### src/rtl/matvec_pkg.sv
// Types and helpers shared by the 3x3 matrix-vector unit and its requantiser.
package matvec_pkg;

    localparam int unsigned DATA_W = 14;
    localparam int unsigned ACC_W  = 28;
    localparam int unsigned ROWS   = 3;

    typedef logic signed [ACC_W-1:0]  acc_t;
    typedef logic signed [DATA_W-1:0] data_t;
    // Working width for requantisation: accumulator plus bias/rounding headroom.
    typedef logic signed [ACC_W+1:0]  wide_t;

    typedef struct packed {
        data_t data;
        logic  clip;
    } sat_t;

    localparam wide_t DATA_MAX = wide_t'(2 ** (DATA_W - 1) - 1);
    localparam wide_t DATA_MIN = wide_t'(-(2 ** (DATA_W - 1)));

    function automatic sat_t sat_to_data(input wide_t v);
        sat_t r;
        if (v > DATA_MAX) begin
            r.data = data_t'(DATA_MAX);
            r.clip = 1'b1;
        end else if (v < DATA_MIN) begin
            r.data = data_t'(DATA_MIN);
            r.clip = 1'b1;
        end else begin
            r.data = data_t'(v);
            r.clip = 1'b0;
        end
        return r;
    endfunction

endpackage

### src/rtl/result_fifo.sv
// Circular result buffer with a registered head entry and occupancy-based full/empty.
module result_fifo #(
    parameter int unsigned WIDTH = 17,
    parameter int unsigned DEPTH = 2
) (
    input  logic             clk,
    input  logic             reset,
    input  logic             push,
    input  logic [WIDTH-1:0] push_data,
    input  logic             pop,
    output logic             full,
    output logic             empty,
    output logic [WIDTH-1:0] head_data
);

    localparam int unsigned PtrW = (DEPTH > 1) ? $clog2(DEPTH) : 1;
    localparam int unsigned CntW = $clog2(DEPTH + 1);

    logic [WIDTH-1:0] mem_q [DEPTH];
    logic [PtrW-1:0]  wr_ptr_q, wr_ptr_d;
    logic [PtrW-1:0]  rd_ptr_q, rd_ptr_d;
    logic [CntW-1:0]  count_q, count_d;
    logic [WIDTH-1:0] head_q, head_d;
    logic             do_push, do_pop;

    function automatic logic [PtrW-1:0] ptr_inc(input logic [PtrW-1:0] p);
        return (p == PtrW'(DEPTH - 1)) ? '0 : p + PtrW'(1);
    endfunction

    assign full      = (count_q == CntW'(DEPTH));
    assign empty     = (count_q == '0);
    assign head_data = head_q;

    always_comb begin
        do_push  = push && !full;
        do_pop   = pop && !empty;
        wr_ptr_d = do_push ? ptr_inc(wr_ptr_q) : wr_ptr_q;
        rd_ptr_d = do_pop ? ptr_inc(rd_ptr_q) : rd_ptr_q;

        count_d = count_q;
        if (do_push && !do_pop) begin
            count_d = count_q + CntW'(1);
        end else if (do_pop && !do_push) begin
            count_d = count_q - CntW'(1);
        end

        // Head follows the oldest entry: the incoming one if nothing else is left.
        head_d = head_q;
        if (do_push && (empty || (do_pop && count_q == CntW'(1)))) begin
            head_d = push_data;
        end else if (do_pop && count_q > CntW'(1)) begin
            head_d = mem_q[ptr_inc(rd_ptr_q)];
        end
    end

    always_ff @(posedge clk or negedge reset) begin
        if (!reset) begin
            wr_ptr_q <= '0;
            rd_ptr_q <= '0;
            count_q  <= '0;
            head_q   <= '0;
        end else begin
            wr_ptr_q <= wr_ptr_d;
            rd_ptr_q <= rd_ptr_d;
            count_q  <= count_d;
            head_q   <= head_d;
        end
    end

    always_ff @(posedge clk) begin
        if (do_push) begin
            mem_q[wr_ptr_q] <= push_data;
        end
    end

endmodule

### src/rtl/matvec_requant.sv
// Requantises the matrix-vector unit's dot products: per-row bias, rounded shift, ReLU,
// saturation, then buffers {data, row, last} for the next layer.
module matvec_requant #(
    parameter int unsigned IN_W       = 28,
    parameter int unsigned OUT_W      = 14,
    parameter int unsigned ROWS       = 3,
    parameter int unsigned SHIFT      = 8,
    parameter int          BIAS0      = 0,
    parameter int          BIAS1      = 0,
    parameter int          BIAS2      = 0,
    parameter int unsigned RELU_EN    = 1,
    parameter int unsigned FIFO_DEPTH = 2
) (
    input  logic             clk,
    input  logic             reset,
    input  logic             input_valid,
    output logic             input_ready,
    input  logic [IN_W-1:0]  input_data,
    output logic             output_valid,
    input  logic             output_ready,
    output logic [OUT_W-1:0] output_data,
    output logic [1:0]       output_row,
    output logic             output_last,
    output logic [7:0]       sat_count
);

    import matvec_pkg::*;

    localparam int unsigned WideW   = IN_W + 2;
    localparam int unsigned EntryW  = OUT_W + 3;
    localparam int unsigned RoundSh = (SHIFT > 0) ? SHIFT - 1 : 0;
    localparam logic signed [WideW-1:0] RoundAdd = (SHIFT > 0) ? (WideW'(1) << RoundSh) : '0;

    logic [1:0]              row_q, row_d;
    logic [7:0]              sat_count_q, sat_count_d;
    logic                    accept, pop, row_last;
    logic                    fifo_full, fifo_empty;
    logic signed [WideW-1:0] bias, biased, rounded, shifted, relu_val;
    sat_t                    sat;
    logic [EntryW-1:0]       entry, head;

    assign row_last     = (row_q == 2'(ROWS - 1));
    // Ready is gated by the reset pin itself so it drops the instant reset asserts.
    assign input_ready  = reset && !fifo_full;
    assign accept       = input_valid && input_ready;
    assign output_valid = !fifo_empty;
    assign pop          = output_valid && output_ready;

    always_comb begin
        unique case (row_q)
            2'd0:    bias = WideW'(BIAS0);
            2'd1:    bias = WideW'(BIAS1);
            default: bias = WideW'(BIAS2);
        endcase
        biased   = WideW'($signed(input_data)) + bias;
        rounded  = biased + RoundAdd;
        shifted  = rounded >>> SHIFT;
        relu_val = ((RELU_EN != 0) && shifted[WideW-1]) ? '0 : shifted;
        sat      = sat_to_data(wide_t'(relu_val));
        entry    = {OUT_W'(sat.data), row_q, row_last};
    end

    always_comb begin
        row_d = row_q;
        if (accept) begin
            row_d = row_last ? 2'd0 : row_q + 2'd1;
        end
        sat_count_d = sat_count_q;
        if (accept && sat.clip && sat_count_q != 8'hFF) begin
            sat_count_d = sat_count_q + 8'd1;
        end
    end

    always_ff @(posedge clk or negedge reset) begin
        if (!reset) begin
            row_q       <= '0;
            sat_count_q <= '0;
        end else begin
            row_q       <= row_d;
            sat_count_q <= sat_count_d;
        end
    end

    result_fifo #(
        .WIDTH (EntryW),
        .DEPTH (FIFO_DEPTH)
    ) u_result_fifo (
        .clk       (clk),
        .reset     (reset),
        .push      (accept),
        .push_data (entry),
        .pop       (pop),
        .full      (fifo_full),
        .empty     (fifo_empty),
        .head_data (head)
    );

    assign {output_data, output_row, output_last} = head;
    assign sat_count = sat_count_q;

endmodule

### config.mk
export PLATFORM = sky130hd
export DESIGN_NAME = matvec_requant
export DESIGN_NICKNAME = d
export VERILOG_FILES = /design/src/rtl/matvec_pkg.sv /design/src/rtl/result_fifo.sv /design/src/rtl/matvec_requant.sv
export SDC_FILE = /design/constraint.sdc
export NUM_CORES = 1
export LEC_CHECK = 0
export ABC_CLOCK_PERIOD_IN_PS = 2050
export CORE_MARGIN = 2
export CORE_UTILIZATION = 47
export DETAILED_ROUTE_END_ITERATION = 6
export PLACE_DENSITY = 0.75
export SLEW_MARGIN = 20
export SYNTH_ARGS = -nofsm -noshare
export SYNTH_HDL_FRONTEND = slang
export SYNTH_SLANG_ARGS = --single-unit
### constraint.sdc
create_clock -name clk -period 2.05 [get_ports clk]
set_clock_uncertainty 0.1 [all_clocks]
set_input_delay 0.41 -clock clk [delete_from_list [all_inputs] [get_ports clk]]
set_output_delay 0.41 -clock clk [all_outputs]
set_load 0.005 [all_outputs]
After elaboration in Yosys (flattened, before gate mapping)

Memory sizes are Yosys's and may differ from the RTL's.
Index checks and enable logic that the tools add are counted.

Register bits after elaboration: 31
RAM bits: 34
Input bits: 32
Output and inout bits: 27
Logic and storage cells: 53
Memories: 1

Memory list:

| name                | words | width | rd ports | clocked after Yosys merged registers in | wr ports | line              | text |
|---|---|---|---|---|---|---|---|
| u_result_fifo.mem_q | 2     | 17    | 1        | 0                                       | 1        | result_fifo.sv:19 | `logic [WIDTH-1:0] mem_q [DEPTH];` |

Add/subtract/negate cells: 7
Order comparisons: 3
Eq/ne operators: 4
Multiplexer cells: 12
Reductions and logical operators: 20

Operators with widths:

| cell                                                                           | number |
|---|---|
| 17-bit two-way mux                                                             | 2 |
| 15-bit two-way mux                                                             | 2 |
| 28-bit by 9-bit adder with 29-bit output, second input constant                | 1 |
| 22-bit by 14-bit less-than comparator with 1-bit output, second input constant | 1 |
| 21-bit by 13-bit > comparator with 1-bit output, second input constant         | 1 |
| 21-bit two-way mux                                                             | 1 |
| 1-bit logical AND                                                              | 12 |
| 8-bit by 1-bit adder with 8-bit output, second input constant                  | 1 |
| 8-bit != test, second input constant                                           | 1 |
| 2-bit two-way mux                                                              | 3 |
| 2-bit by 1-bit adder with 2-bit output, second input constant                  | 2 |
| 2-bit equality test, second input constant                                     | 2 |
| 1-bit zero test                                                                | 4 |
| 1-bit two-way mux                                                              | 4 |
| 2-bit nonzero test                                                             | 2 |
| 1-bit adder, second input constant                                             | 2 |
| 2-bit by 1-bit equality test with 1-bit output, second input constant          | 1 |
| 2-bit by 1-bit > comparator with 1-bit output, second input constant           | 1 |
| 2-bit zero test                                                                | 1 |
| 2-bit by 1-bit subtractor with 2-bit output, second input constant             | 1 |
| 1-bit logical OR                                                               | 1 |

Longest topological paths before layout

Gate-level depths: netlist (run 1).

Word-level depth: 9
Depth in mapped cells: 10
Mapped depth without buffers: 8

By module

Synthesis (run 1) repeated with hierarchy kept, for this count alone.

Cell total of the unflattened synthesis: 253
Area, all modules: 3472.1 µm²

By module, submodules not included:

| module         | times used | cells an instance | area an instance (µm²) | seq. area each (µm²) |
|---|---|---|---|---|
| result_fifo    | 1          | 131               | 2452.4                 | 1546.5 |
| matvec_requant | 1          | 122               | 1019.7                 | 250.2 |

Worst setup path before layout (run 1)

OpenSTA, ideal clock, no wires.

Path kind: in2reg
Start point: in input_data[14]
End point: reg sat_count_q[1] (netlist: sat_count[1])
Library setup time: 128 ps
Arrival time: 2262 ps
Data required time: 1822 ps
Slack: -440 ps
Stages: 7
Path buffers: 1
Cell sequence: nand4_4 > or3_4 > o31a_1 > or3_1 > clkbuf_2 > nor2b_1 > mux2_1

Cells in the longest elaborated chain, start to end: 7

Ends and longest elaborated chain:

| element                                                 | line                 | text |
|---|---|---|
| from (decl)                                             | matvec_requant.sv:18 | `input logic [IN_W-1:0] input_data,` |
| 28-bit by 9-bit adder with 29-bit output (*)            | matvec_requant.sv:56 | `rounded = biased + RoundAdd;` |
| 21-bit two-way mux (*)                                  | matvec_requant.sv:58 | `relu_val = ((RELU_EN != 0) && shifted[WideW-1]) ? '0 : shifted;` |
| 22-bit by 14-bit less-than comparator with 1-bit output | matvec_pkg.sv:26     | `end else if (v < DATA_MIN) begin` |
| 15-bit two-way mux                                      | matvec_pkg.sv:26     |  |
| 15-bit two-way mux (*)                                  | matvec_pkg.sv:23     | `if (v > DATA_MAX) begin` |
| 1-bit logical AND (*) (2 in series)                     | matvec_requant.sv:69 | `if (accept && sat.clip && sat_count_q != 8'hFF) begin` |
| to (signal assigned)                                    | matvec_requant.sv:80 | `sat_count_q <= sat_count_d;` |
| to (decl)                                               | matvec_requant.sv:35 | `logic [7:0] sat_count_q, sat_count_d;` |

Every way passes the cells marked *; elsewhere a longest branch is shown, timed or not.
A chain may end at the register's enable or synchronous reset.

Worst setup path in the final report (run 1)

Start point: in input_data[18]
End point: reg sat_count_q[5] (netlist: sat_count[5])

The elaborated chain is that of the path after synthesis.

==> flow_metrics.py, run 1 <==
metrics = {
    "final_layout": {
        "synthToLayoutAreaGrowth_pct": 58.4,
        "n_fill_cell": 366,
        "fin_util": 0.779,
        "drive_above_1_share": 0.397,
        "final-instance-count-excl-fill": 493,
        "nNetsFinal": 449,
        "multiInputGateArea_um2": 1670,
        "diodes": 0,
        "layout.area.seq_um2": 1800,
        "design_area_um2": 5000,
    },
    "worst_setup_path": {
        "crit_type": "input port to flip-flop",
        "endpoint_kind": "flip-flop",
        "startpoint_type": "input port",
        "cp_max_fo": 5,
        "regToRegSetupSlack_ns": -0.03,
        "cp.required_ns": 2.14,
        "arrival_ns": 2.36,
    },
    "floorplan": {
        "die-area_um2": 7390,
        "num_io_pins": 59,
        "initial_core_util": 0.492,
        "rows": 29,
        "core_um2": 6420,
        "fp.dieW_um": 86.0,
        "die_h_um": 86.0,
    },
    "synthesis": {
        "async_flop_share": 0.477,
        "yosysWarnings": 0,
        "synth_edf_count": 34,
        "synth_cell_types": 38,
        "synth.cell_area_um2": 3160,
        "syn_avg_cell_area_um2": 10.9,
        "synth_seq_cells": 65,
        "syn_inst": 290,
        "ys.flop_type": "edfxtp_1",
        "ys_seq_area_frac": 0.569,
    },
    "drt": {
        "wl_per_cell_um": 20.8,
        "drt_iter0_drc": 240,
        "drc": 0,
        "vias": 2995,
        "ant_nets": 0,
        "drt_wl_total_um": 10300,
        "via_per_inst": 6.08,
        "drt_first_pass_iters": 5,
    },
    "power": {
        "max-vdd-ir-drop_mv": 0.737,
        "leakagePower_nw": 2.03,
        "p_total_mw": 5.32,
        "power.density_nw_per_um2": 1060,
    },
    "placed_design": {
        "dp_hpwl_um": 5250,
        "port_buffers": 51,
        "place_area_um2": 4180,
        "place_ws_ns": -0.966,
        "place_congestion": 0.884,
        "place_inst": 458,
    },
    "cts": {
        "worst_skew_pair.late_latency_ns": 0.34,
        "clock_path_buffers": 2,
        "ctsHoldBuffers": 0,
        "cts_tree": "yes",
        "numCtsBuffers": 9,
        "cts.clk_slew.worst_paths_ns": 0.08,
        "cts.sinks": 65,
        "htreeDepth": 3,
        "clockRootBuffer": "clkbuf_8",
    },
    "sta": {
        "fin_crit_ns": 2.27,
        "final_hold_viol_count": 0,
        "timing.hold.ws_ns": 0.402,
        "rsz0062_at_grt": "true",
        "max_freq_ghz": 0.441,
        "setup_tns_ns": -3.72,
        "post-route-period-util": 1.11,
        "setup_viol": 39,
        "fin_ws_ns": -0.220,
        "slew_violations": 0,
    },
    "grt": {
        "grt_max_degree": 32,
        "grtUsageTotal": 0.258,
        "grt_pass1_wl_um": 14500,
        "antenna_found_initial": 0,
        "grt_pass1_vias": 2937,
        "overflow": 0,
    },
    "run": {
        "maxCapViolCount": 0,
    },
    "outcome": {
        "status": "finished, violations left",
        "violations": "setup timing",
    },
    "hold_path": {
        "hold_class": "input port to asynchronous set/reset pin",
    },
}
## final timing paths
check	cells after the start	from	end
worst max-delay path	11	input_data[18]	sat_count[5]
worst min register to register	1	sat_count[6]	sat_count[6]
max in group asynchronous	2	reset	u_result_fifo.head_data[10]
worst max register to register	7	u_result_fifo.count_q[0]	sat_count[5]
min in group clk	1	sat_count[6]	sat_count[6]
worst min-delay path	2	reset	u_result_fifo.count_q[1]
## cells by family (layout without fill, tap and decap cells)
family / after synthesis / count (layout) / share of synthesized area
other: 1 / 2 / 0.00119
adders and majority gates: 6 / 6 / 0.0238
AOI/OAI and AO/OA: 42 / 42 / 0.0809
and+or+nand+nor: 113 / 113 / 0.177
DFF: 65 / 65 / 0.569
buffers and inverters: 22 / 147 / 0.0266
xor gates and xnor gates: 22 / 22 / 0.0610
muxes: 19 / 19 / 0.0606
## layout by cell type, fill, tap and decap left out, types with 3 or more instances in the layout
cell type        Yosys  layout
clkdlybuf4s50_1      0      30
mux2i_1             18      18
nand4_1              4       4
and3_1               3       3
nor3_2               0       4
nand2_4              0       3
nor2_1              33      16
nand2_1             30      25
buf_2                0       3
nand3_2              1       3
dfrtp_1             31      31
o21ai_0             17      17
inv_1                9       8
xor2_1              11       9
buf_8                0       4
o22ai_1             13      11
nor2_2               0       4
buf_6                0      20
clkbuf_8             0      10
nor3_1              12       7
ha_1                 6       4
xnor2_1             11       8
xnor2_2              0       3
edfxtp_1            34      34
nand3_1             12       8
nor2_4               0      13
buf_12               0       3
buf_4                0      56
## worst max-delay path: stages
cell and delay (ns):
buf_8 0.08, buf_6 0.11, nand4_1 0.21, nor4_2 0.31
xnor2_1 0.20, nand2_1 0.11, a211o_4 0.32, buf_6 0.15
buf_16 0.14, nor4b_2 0.17, xor2_1 0.16
## synthesized netlist by cell type, types with 2 or more instances
master    instances  area (um2)
edfxtp_1         34        1020
nor2_1           33         124
dfrtp_1          31         776
nand2_1          30         113
mux2i_1          18         180
o21ai_0          17        85.1
o22ai_1          13        81.3
nand3_1          12        60.1
nor3_1           12        60.1
clkbuf_1         11        41.3
xnor2_1          11        96.3
xor2_1           11        96.3
inv_1             9        33.8
ha_1              6        75.1
nand4_1           4        25.0
nor4_1            4        25.0
a21oi_1           3        15.0
a221oi_1          3        26.3
and3_1            3        18.8
nor2b_1           3        18.8
a211oi_1          2        15.0
and4_1            2        17.5
nand2b_1          2        12.5
or2_2             2        12.5
## routing by layer
layer | track usage | vias up | wire [um] | share of wire
met2 | 0.436 | 193 | 5250 | 0.51
met5 | 0 | - | 0 | 0
met3 | 0.0597 | 52 | 665 | 0.065
li1 | - | 1283 | - | -
met1 | 0.312 | 1467 | 3890 | 0.38
met4 | 0.118 | 0 | 459 | 0.045
## power by group
part	internal, mW	switching, mW
registers	1.78	0.244
clock network	0.717	0.510
logic	1.10	0.976
## state kept, by name, summed over array words and instances (netlist names)
register                 count
u_result_fifo.mem_q         34
u_result_fifo.head_data     17
sat_count                    8
row_q                        2
u_result_fifo.count_q        2
u_result_fifo.rd_ptr_q       1
u_result_fifo.wr_ptr_q       1
## repair_timing
action,in CTS,in global routing
pin swaps,30,33
gates cloned,3,0
endpoints found under the setup margin,49,52
resized for setup,127,62
setup buffers,13,5
## area by class of cell
type                    instances  area share
multi-input cells             204       0.335
repair buffers                122       0.236
clock buffers                  11      0.0283
clock inverters                 5      0.0160
inverters                       9     0.00676
well taps                      77      0.0193
flip-flops and latches         65       0.359
Power figures use the tool's default switching activity.
==> run 2: changes to the inputs <==
--- a/config.mk
+++ b/config.mk
@@ -7,9 +7,10 @@
 export LEC_CHECK = 0
 export ABC_CLOCK_PERIOD_IN_PS = 2050
 export CORE_MARGIN = 2
-export CORE_UTILIZATION = 47
+export CORE_UTILIZATION = 25
 export DETAILED_ROUTE_END_ITERATION = 6
-export PLACE_DENSITY = 0.75
+export PLACE_DENSITY = 0.45
+export SKIP_CTS_REPAIR_TIMING = 1
 export SLEW_MARGIN = 20
 export SYNTH_ARGS = -nofsm -noshare
 export SYNTH_HDL_FRONTEND = slang
==> flow_metrics.py, run 2 (same netlist as run 1, synthesis figures left out) <==
metrics = {
    "worst_setup_path": {
        "endpoint_kind": "flip-flop",
        "cp.required_ns": 2.16,
        "cp_top_family": "buffers and inverters",
        "cp_slowest_cell": "clkdlybuf4s50_1",
        "crit_type": "input port to flip-flop",
        "startpoint_type": "input port",
        "path_cells": "clkdlybuf4s50_1, buf_4, nand3_1, and4_1, o21bai_1, a211o_4, buf_12, nor2b_4, mux2_4",
        "arrival_ns": 2.29,
        "path_buf_inv": 3,
        "cpPeakStageDelay_ns": 0.44,
        "cp_max_fo": 5,
    },
    "final_layout": {
        "design_area_um2": 5080,
        "diodes": 0,
        "largest_register_ffs": 34,
        "drive_above_1_share": 0.376,
        "final_common_cell": "buf_4",
        "layout_common_cells": "buf_4 (61), edfxtp_1 (34), clkdlybuf4s50_1 (32)",
        "synthToLayoutAreaGrowth_pct": 61.0,
        "regMostFlops": "u_result_fifo.mem_q",
        "final-instance-count-excl-fill": 589,
        "nNetsFinal": 450,
    },
    "cts": {
        "cts_tree": "yes",
        "cts.clk_slew.worst_paths_ns": 0.06,
        "clockRootBuffer": "clkbuf_16",
        "cts.sinks": 65,
        "htreeDepth": 3,
        "clock_path_buffers": 2,
        "worst_skew_pair.late_latency_ns": 0.32,
        "numCtsBuffers": 9,
    },
    "drt": {
        "drt_wl_total_um": 8190,
        "via_per_inst": 4.44,
        "drc": 0,
        "vias": 2615,
        "drt_iter0_drc": 84,
        "wl_per_cell_um": 13.9,
        "drt_first_pass_iters": 4,
        "ant_nets": 0,
    },
    "hold_path": {
        "hold_class": "flip-flop to flip-flop",
    },
    "placed_design": {
        "place_area_um2": 4380,
        "port_buffers": 51,
        "dp_hpwl_um": 5590,
        "place_inst": 558,
        "place_congestion": 0.761,
    },
    "floorplan": {
        "core_um2": 12500,
        "num_io_pins": 59,
        "fp.dieW_um": 116,
        "die_h_um": 116,
        "initial_core_util": 0.253,
        "rows": 41,
        "die-area_um2": 13500,
    },
    "outcome": {
        "status": "finished, violations left",
        "violations": "setup timing",
    },
    "grt": {
        "antenna_found_initial": 0,
        "grtUsageTotal": 0.122,
        "grt_pass1_wl_um": 12500,
        "grt_pass1_vias": 2529,
        "grt_max_degree": 35,
        "overflow": 0,
    },
    "sta": {
        "post-route-period-util": 1.07,
        "timing.hold.ws_ns": 0.400,
        "max_freq_ghz": 0.458,
        "final_hold_viol_count": 0,
        "setup_viol": 37,
        "slew_violations": 0,
        "fin_ws_ns": -0.134,
        "fin_crit_ns": 2.18,
        "rsz0062_at_grt": "true",
    },
    "power": {
        "leakagePower_nw": 2.04,
        "max-vdd-ir-drop_mv": 0.515,
        "power.density_nw_per_um2": 1080,
    },
    "run": {
        "maxCapViolCount": 0,
    },
}
## run 2: changes by cell type in the layout (fill, tap and decap cells not counted), moves of 3 or more
cell and delta:
clkbuf_8 -10, buf_12 +3, buf_6 -7, nor2_2 +7, clkbuf_2 +4, nor2_4 -6
o22ai_2 +4, clkbuf_16 +11, buf_2 -3, o22ai_1 -4, buf_4 +5, nand2_4 -3
## run 2: path summary, 6_finish.rpt
| path | from | to | slack [ns] | cells past startpoint |
|---|---|---|---|---|
| setup reg to reg | u_result_fifo.count_q[0] | sat_count[3] | 0.07 | 10 |
| hold / removal | row_q[0] | u_result_fifo.mem_q[1][1] | 0.40 | 0 |
| min in group asynchronous | reset | u_result_fifo.head_data[5] | 0.44 | 2 |
| setup / recovery | input_data[24] | sat_count[1] | -0.13 | 9 |
| max in group asynchronous | reset | u_result_fifo.head_data[14] | 1.09 | 2 |
| hold reg to reg | row_q[0] | u_result_fifo.mem_q[1][1] | 0.40 | 0 |
## run 2: power by group
part           switching, mW  internal [mW]
Combinational          0.862           1.19
Sequential             0.237           1.78
Clock                  0.510          0.933
## run 2: per-layer routing
layer	track usage	up-vias	wire length (um)
li1	-	1287	-
met1	0.163	1266	3720
met2	0.193	53	4050
met3	0.0332	9	318
met4	0.0381	0	95
met5	0	-	0
## run 2: through the flow
| step | total power [mW] | worst slack, ns | setup TNS (ns) | util |
|---|---|---|---|---|
| 3_5_place_dp | 3.99 | -0.911 | -41.14 | 0.351 |
| 3_3_place_gp | 3.99 | -0.876 | -38.31 | 0.351 |
| 2_1_floorplan | 2.89 | -0.299 | -7.71 | - |
| 4_1_cts | 5.46 | -0.573 | -23.60 | 0.373 |
| 6_report | 5.52 | -0.134 | -2.73 | 0.408 |
| 5_1_grt | 5.87 | -0.190 | -5.55 | 0.408 |
## run 2: cell type report
cell class,count,area [um2]
fill,1260,7380
sequential,65,1800
multi-input combinational,204,1570
timing repair buffer,123,1180
clock buffer,12,236
tap,172,215
clock inverter,4,43.8
inverter,9,33.8
